===== src/rtl/uart_cmd_responder_if.sv =====
// Byte-stream handshake bundle between a UART front end and the command responder.
// Both directions use valid/ready; a byte moves on a rising edge with both high.
interface uart_cmd_responder_if;
   logic [7:0] uart_rd_data;
   logic       uart_rd_valid;
   logic       uart_rd_ready;
   logic [7:0] uart_wr_data;
   logic       uart_wr_valid;
   logic       uart_wr_ready;

   modport slave (
      input  uart_rd_data, uart_rd_valid, uart_wr_ready,
      output uart_rd_ready, uart_wr_data, uart_wr_valid
   );

   modport master (
      output uart_rd_data, uart_rd_valid, uart_wr_ready,
      input  uart_rd_ready, uart_wr_data, uart_wr_valid
   );
endinterface


===== src/rtl/uart_cmd_responder.sv =====
// UART command responder: 'R' addr reads and 'W' addr data writes a 16x8 register file,
// answering one byte per frame; bad frames answer '?' and bump a saturating error count.
module uart_cmd_responder #(
   parameter int unsigned   TIMEOUT_CYCLES = 1000000,
   parameter logic [127:0]  RESET_VALUE    = 128'h0
) (
   input  logic                  clk,
   input  logic                  rst_n,
   uart_cmd_responder_if.slave   uart,
   output logic [127:0]          regs,
   output logic [7:0]            err_count
);

   localparam int unsigned CNT_W = (TIMEOUT_CYCLES > 1) ? $clog2(TIMEOUT_CYCLES) : 1;
   localparam logic [CNT_W-1:0] CNT_LAST = CNT_W'(TIMEOUT_CYCLES - 1);
   localparam logic [7:0] OP_RD   = 8'h52;
   localparam logic [7:0] OP_WR   = 8'h57;
   localparam logic [7:0] RSP_OK  = 8'h4B;
   localparam logic [7:0] RSP_ERR = 8'h3F;

   typedef enum logic [2:0] {IDLE, GET_ADDR, GET_DATA, EXEC, SEND} state_t;

   state_t           state;
   logic             op_wr;
   logic             bad_op;
   logic [7:0]       addr;
   logic [7:0]       data;
   logic [CNT_W-1:0] idle_cnt;
   logic             accept;

   assign accept = uart.uart_rd_valid && uart.uart_rd_ready;

   function automatic logic [7:0] sat_inc(input logic [7:0] v);
      return (v == 8'hFF) ? v : v + 8'd1;
   endfunction

   // Frame sequencer; all outputs are registered alongside the state.
   always_ff @(posedge clk or negedge rst_n) begin
      if (!rst_n) begin
         state              <= IDLE;
         uart.uart_rd_ready <= 1'b0;
         uart.uart_wr_valid <= 1'b0;
         uart.uart_wr_data  <= 8'h00;
         regs               <= RESET_VALUE;
         err_count          <= 8'h00;
         idle_cnt           <= '0;
         op_wr              <= 1'b0;
         bad_op             <= 1'b0;
         addr               <= 8'h00;
         data               <= 8'h00;
      end else begin
         case (state)
            IDLE: begin
               uart.uart_rd_ready <= 1'b1;
               idle_cnt           <= '0;
               if (accept) begin
                  if (uart.uart_rd_data == OP_RD || uart.uart_rd_data == OP_WR) begin
                     op_wr  <= (uart.uart_rd_data == OP_WR);
                     bad_op <= 1'b0;
                     state  <= GET_ADDR;
                  end else begin
                     bad_op             <= 1'b1;
                     uart.uart_wr_data  <= RSP_ERR;
                     uart.uart_rd_ready <= 1'b0;
                     state              <= EXEC;
                  end
               end
            end

            GET_ADDR, GET_DATA: begin
               // An accepted byte wins over a timeout landing on the same edge.
               if (accept) begin
                  idle_cnt <= '0;
                  if (state == GET_ADDR) begin
                     addr <= uart.uart_rd_data;
                     if (op_wr) begin
                        state <= GET_DATA;
                     end else begin
                        uart.uart_rd_ready <= 1'b0;
                        state              <= EXEC;
                     end
                  end else begin
                     data               <= uart.uart_rd_data;
                     uart.uart_rd_ready <= 1'b0;
                     state              <= EXEC;
                  end
               end else if (idle_cnt == CNT_LAST) begin
                  idle_cnt  <= '0;
                  err_count <= sat_inc(err_count);
                  state     <= IDLE;
               end else begin
                  idle_cnt <= idle_cnt + CNT_W'(1);
               end
            end

            EXEC: begin
               uart.uart_wr_valid <= 1'b1;
               state              <= SEND;
               if (bad_op || addr[7:4] != 4'h0) begin
                  uart.uart_wr_data <= RSP_ERR;
                  err_count         <= sat_inc(err_count);
               end else if (op_wr) begin
                  regs[{addr[3:0], 3'b000} +: 8] <= data;
                  uart.uart_wr_data              <= RSP_OK;
               end else begin
                  uart.uart_wr_data <= regs[{addr[3:0], 3'b000} +: 8];
               end
            end

            SEND: begin
               if (uart.uart_wr_ready) begin
                  uart.uart_wr_valid <= 1'b0;
                  uart.uart_rd_ready <= 1'b1;
                  state              <= IDLE;
               end
            end

            default: begin
               uart.uart_rd_ready <= 1'b0;
               uart.uart_wr_valid <= 1'b0;
               state              <= IDLE;
            end
         endcase
      end
   end

endmodule


===== src/flat_wrapper.sv =====
// flat-port wrapper written by rule: the top's interface ports become plain ports
module uart_cmd_responder_flat 
#(
   parameter int unsigned   TIMEOUT_CYCLES = 1000000,
   parameter logic [127:0]  RESET_VALUE    = 128'h0
)
  (clk, rst_n, regs, err_count, uart_uart_rd_data, uart_uart_rd_valid, uart_uart_wr_ready, uart_uart_rd_ready, uart_uart_wr_data, uart_uart_wr_valid);
  uart_cmd_responder_if uart_i ();
  input  logic clk;
  input  logic rst_n;
  output logic [127:0] regs;
  output logic [7:0] err_count;
  input wire logic [$bits(uart_i.uart_rd_data)-1:0] uart_uart_rd_data;
  input wire logic [$bits(uart_i.uart_rd_valid)-1:0] uart_uart_rd_valid;
  input wire logic [$bits(uart_i.uart_wr_ready)-1:0] uart_uart_wr_ready;
  output wire logic [$bits(uart_i.uart_rd_ready)-1:0] uart_uart_rd_ready;
  output wire logic [$bits(uart_i.uart_wr_data)-1:0] uart_uart_wr_data;
  output wire logic [$bits(uart_i.uart_wr_valid)-1:0] uart_uart_wr_valid;
  assign uart_i.uart_rd_data = uart_uart_rd_data;
  assign uart_i.uart_rd_valid = uart_uart_rd_valid;
  assign uart_i.uart_wr_ready = uart_uart_wr_ready;
  assign uart_uart_rd_ready = uart_i.uart_rd_ready;
  assign uart_uart_wr_data = uart_i.uart_wr_data;
  assign uart_uart_wr_valid = uart_i.uart_wr_valid;
  uart_cmd_responder #(.TIMEOUT_CYCLES(TIMEOUT_CYCLES), .RESET_VALUE(RESET_VALUE)) u_core (.clk(clk), .rst_n(rst_n), .uart(uart_i), .regs(regs), .err_count(err_count));
endmodule

===== config.mk =====
export PLATFORM = sky130hd
export DESIGN_NAME = uart_cmd_responder_flat
export DESIGN_NICKNAME = d
export VERILOG_FILES = /design/src/rtl/uart_cmd_responder_if.sv /design/src/rtl/uart_cmd_responder.sv /design/src/flat_wrapper.sv
export SDC_FILE = /design/constraint.sdc
export NUM_CORES = 1
export LEC_CHECK = 0
export ABC_AREA = 0
export BUFFER_PORTS_ARGS = -buffer_cell sky130_fd_sc_hd__buf_2
export CELL_PAD_IN_SITES_DETAIL_PLACEMENT = 1
export CELL_PAD_IN_SITES_GLOBAL_PLACEMENT = 1
export CORE_MARGIN = 2
export CORE_UTILIZATION = 40
export CTS_BUF_LIST = sky130_fd_sc_hd__clkbuf_4 sky130_fd_sc_hd__clkbuf_8
export DETAILED_ROUTE_END_ITERATION = 6
export PLACE_DENSITY_LB_ADDON = 0.1
export SETUP_SLACK_MARGIN = 0.15
export SLEW_MARGIN = 20
export SYNTH_ARGS = -nofsm -noshare
export SYNTH_HDL_FRONTEND = slang
export SYNTH_SLANG_ARGS = --single-unit

===== constraint.sdc =====
create_clock -name clk -period 3.4 [get_ports clk]
set_input_delay 0.68 -clock clk [delete_from_list [all_inputs] [get_ports clk]]
set_output_delay 0.68 -clock clk [all_outputs]
set_load 0.01 [all_outputs]

==> key figures <==
GRT
  • Initial antenna violation count: 0
  • Number of global-route vias before repair: 7161
  • Total grt overflow: 0
  • First-pass GRT wire length: 45570 µm
  • GRT Total Usage: 25.51%
  • Largest net degree at the start of global routing: 78

Die
  • Row count: 55
  • Die height: 154.8 µm
  • Die Width: 154.8 µm
  • I/O pins: 158
  • Initial Utilization: 40.41%
  • Die area: 23960 µm²
  • Core ar.: 22500 µm²

Setup path
  • RR Endpoint: u_core.regs[71]$_DFFE_PN0P_
  • Reg-to-reg startpoint: u_core.addr[0]$_DFFE_PN0P_
  • Req. time, crit path: 3.77 ns
  • Worst Setup Start Kind: flop
  • Worst path top cell family by delay: XOR/XNOR gates
  • Worst Path Buf+Inv: 1
  • Crit-path max cell delay: 0.71 ns
  • Crit Path Class: reg2reg
  • Setup crit end kind: flop
  • CP arrival: 3.36 ns
  • Reg2Reg Depth: 5
  • R2R setup slack: 0.41 ns
  • Worst Path Max Fanout: 36
  • Max stage delay cell, worst path: xor2_1
  • CP Cell Sequence: buf_4 > nor3_2 > xor2_1 > a2111o_1 > mux2_4

Synthesis
  • Synthesized Nets: 736
  • Synth cell types: 59
  • Register area share after synthesis: 51.46%
  • Synth warn: 0
  • Mapped cell area: 9094 µm²
  • Yosys reg bits: 187
  • Syn avg cell area: 12.67 µm²
  • Post-synth EDFFs: 0
  • Async S/R FF share, synth: 100.0%
  • Post-synthesis cell count: 718
  • Most used DFF post-synth: dfrtp_1

STA
  • Max-slew headroom: 19.33%
  • RSZ-0062 raised after global routing: no
  • Fmax: 334.0 MHz
  • Slew Viols, Final: 0
  • Setup TNS: 0 ns
  • Final Hold Viols: 0
  • Final Setup Violations: 0
  • Fin crit period: 2.994 ns
  • Final period util: 88.07%
  • Final setup skew: 0.02004 ns
  • Worst slew pin tran: 1.208 ns

Placed design
  • PortBufs: 157
  • RD Place Congestion: 0.8478
  • Post-DP HPWL: 21060 µm

Finish
  • Layout cells sized above 1: 44.41%
  • Nets@finish: 899
  • Most frequent cells in the layout: dfrtp_1, buf_2, mux2_2
  • Inserted Diodes: 0
  • Commonest non-fill, non-tap cell in the layout: dfrtp_1
  • Area growth from synthesis to layout: 17.45%
  • Filler instances: 2394

Clocking
  • CTS resizes: 0
  • Clock Tree Buf Depth: 2
  • Reg clk slew, reported paths: 0.11 ns
  • CTS buffer count: 17
  • CTS tree: yes
  • Clock sinks: 187
  • H-tree levels: 4
  • Post-CTS Setup Inserts: 0
  • Hold Buf Count CTS: 0
  • Worst-skew pair later-pin latency: 0.48 ns
  • CTS root buf: clkbuf_8

Job
  • MaxCap Viol Count: 0

Detailed routing
  • Remaining DRCs: 0
  • Total wire length: 29450 µm
  • Post-DR wirelength/cell: 24.98 µm
  • Post-route ant nets: 0
  • DR vias: 6749
  • Routed vias/inst: 5.724
  • DRT iter0 DRCs: 430
  • Detailed Routing Iterations Pass 1: 4

Power
  • Leakage: 5.365 nW
  • Total power: 6.535 mW
  • Power Density: 611.9 nW/µm²
  • Peak supply drop: 329.5 µV

Outcome
  • Status: finished clean

Min path
  • HP Class: in2async
## state kept, by name, indices dropped and copies added, names as in the netlist
register	count
u_core.uart.uart_rd_ready	1
u_core.regs	128
u_core.bad_op	1
u_core.addr	8
u_core.op_wr	1
u_core.idle_cnt	20
u_core.uart.uart_wr_valid	1
u_core.err_count	8
u_core.data	8
u_core.uart.uart_wr_data	8
u_core.state	3
## worst register-to-register path: cells and delay by family (launching register included)
| kind | cells | cell delay (ns) |
|---|---|---|
| AO/OA/AOI/OAI | 1 | 0.70 |
| XOR/XNOR | 1 | 0.71 |
| buffers and inverters | 1 | 0.33 |
| flip-flops | 1 | 0.43 |
| multiplexers | 1 | 0.36 |
| AND/OR/NAND/NOR | 1 | 0.35 |
## how the worst max path moves through the flow
stage	slack [ns]	depth (start not counted)	startpoint	to
after floorplan	0.32	10	u_core.addr[1]$_DFFE_PN0P_	u_core.regs[40]$_DFFE_PN0P_
after global placement	0.44	5	u_core.addr[0]$_DFFE_PN0P_	u_core.regs[71]$_DFFE_PN0P_
after detailed placement	0.44	5	u_core.addr[0]$_DFFE_PN0P_	u_core.regs[68]$_DFFE_PN0P_
after CTS	0.42	5	u_core.addr[0]$_DFFE_PN0P_	u_core.regs[64]$_DFFE_PN0P_
after global routing	0.25	5	u_core.addr[0]$_DFFE_PN0P_	u_core.regs[64]$_DFFE_PN0P_
final	0.41	5	u_core.addr[0]$_DFFE_PN0P_	u_core.regs[71]$_DFFE_PN0P_
## synthesized netlist by cell type, types with 9 or more instances
cell type  instances  share of area [%]
clkbuf_1          27                1.1
o21ai_0           18               0.99
nand2_1           29                1.2
nor2b_1           11               0.76
inv_1             16               0.66
xor2_1            15                1.4
dfrtp_1          187                 51
xnor2_1           11                1.1
and3_1            20                1.4
nor2_1            34                1.4
nor2_2            11               0.76
mux2i_1           20                2.2
buf_2              9               0.50
nand4_1           11               0.76
and2_1            18                1.2
nand3_1           26                1.4
a21oi_1            9               0.50
mux2_2           128                 16
mux4_2            26                6.4
## layer usage
layer	routed length [µm]	up-vias	global-route usage, %
met5	0	-	0
met4	476	0	6.658
met3	1678	36	5.268
met2	14110	235	41.16
met1	13190	3550	35.36
li1	-	2928	-
## report_power, final
part / leakage, nW / switching, mW / internal, mW
clock: 0.201 / 0.896 / 0.629
combinational: 2.63 / 1.42 / 0.783
sequential: 2.54 / 0.380 / 2.42
## per-stage QoR
step	cells	setup WS, ns	instance area (µm²)	util (%)	hold WS, ns
after CTS	1179	0.4172	10680	47.46	0.2318
after global routing	1179	0.2504	10680	47.46	0.2300
after floorplan	718	0.3154	9094	-	0.3844
final	1179	0.4057	10680	47.46	0.2121
after detailed placement	1147	0.4390	10280	45.69	0.4613
after global placement	1147	0.4432	10280	45.69	0.4585
## area by class of cell
class                      count  area [µm²]  area share, %
multi-input combinational    476        4185          39.19
tap                          285       356.6          3.339
timing repair buffer         183       999.7          9.360
clock inverter                14       150.1          1.406
sequential                   187        4681          43.83
inverter                      16       60.06         0.5623
clock buffer                  18       247.7          2.320
## cells by family (layout without fill, tap and decap cells)
family          Yosys count  in the layout  synth area share, %
compound gates           61             61                4.527
xor+xnor                 27             27                2.683
fa+ha+maj                 6              6               0.8255
buf+inv                  55            231                2.518
flops                   187            187                51.46
mux                     183            183                25.94
simple gates            199            199                12.05
Note: power is estimated with default switching activity, not from simulation.
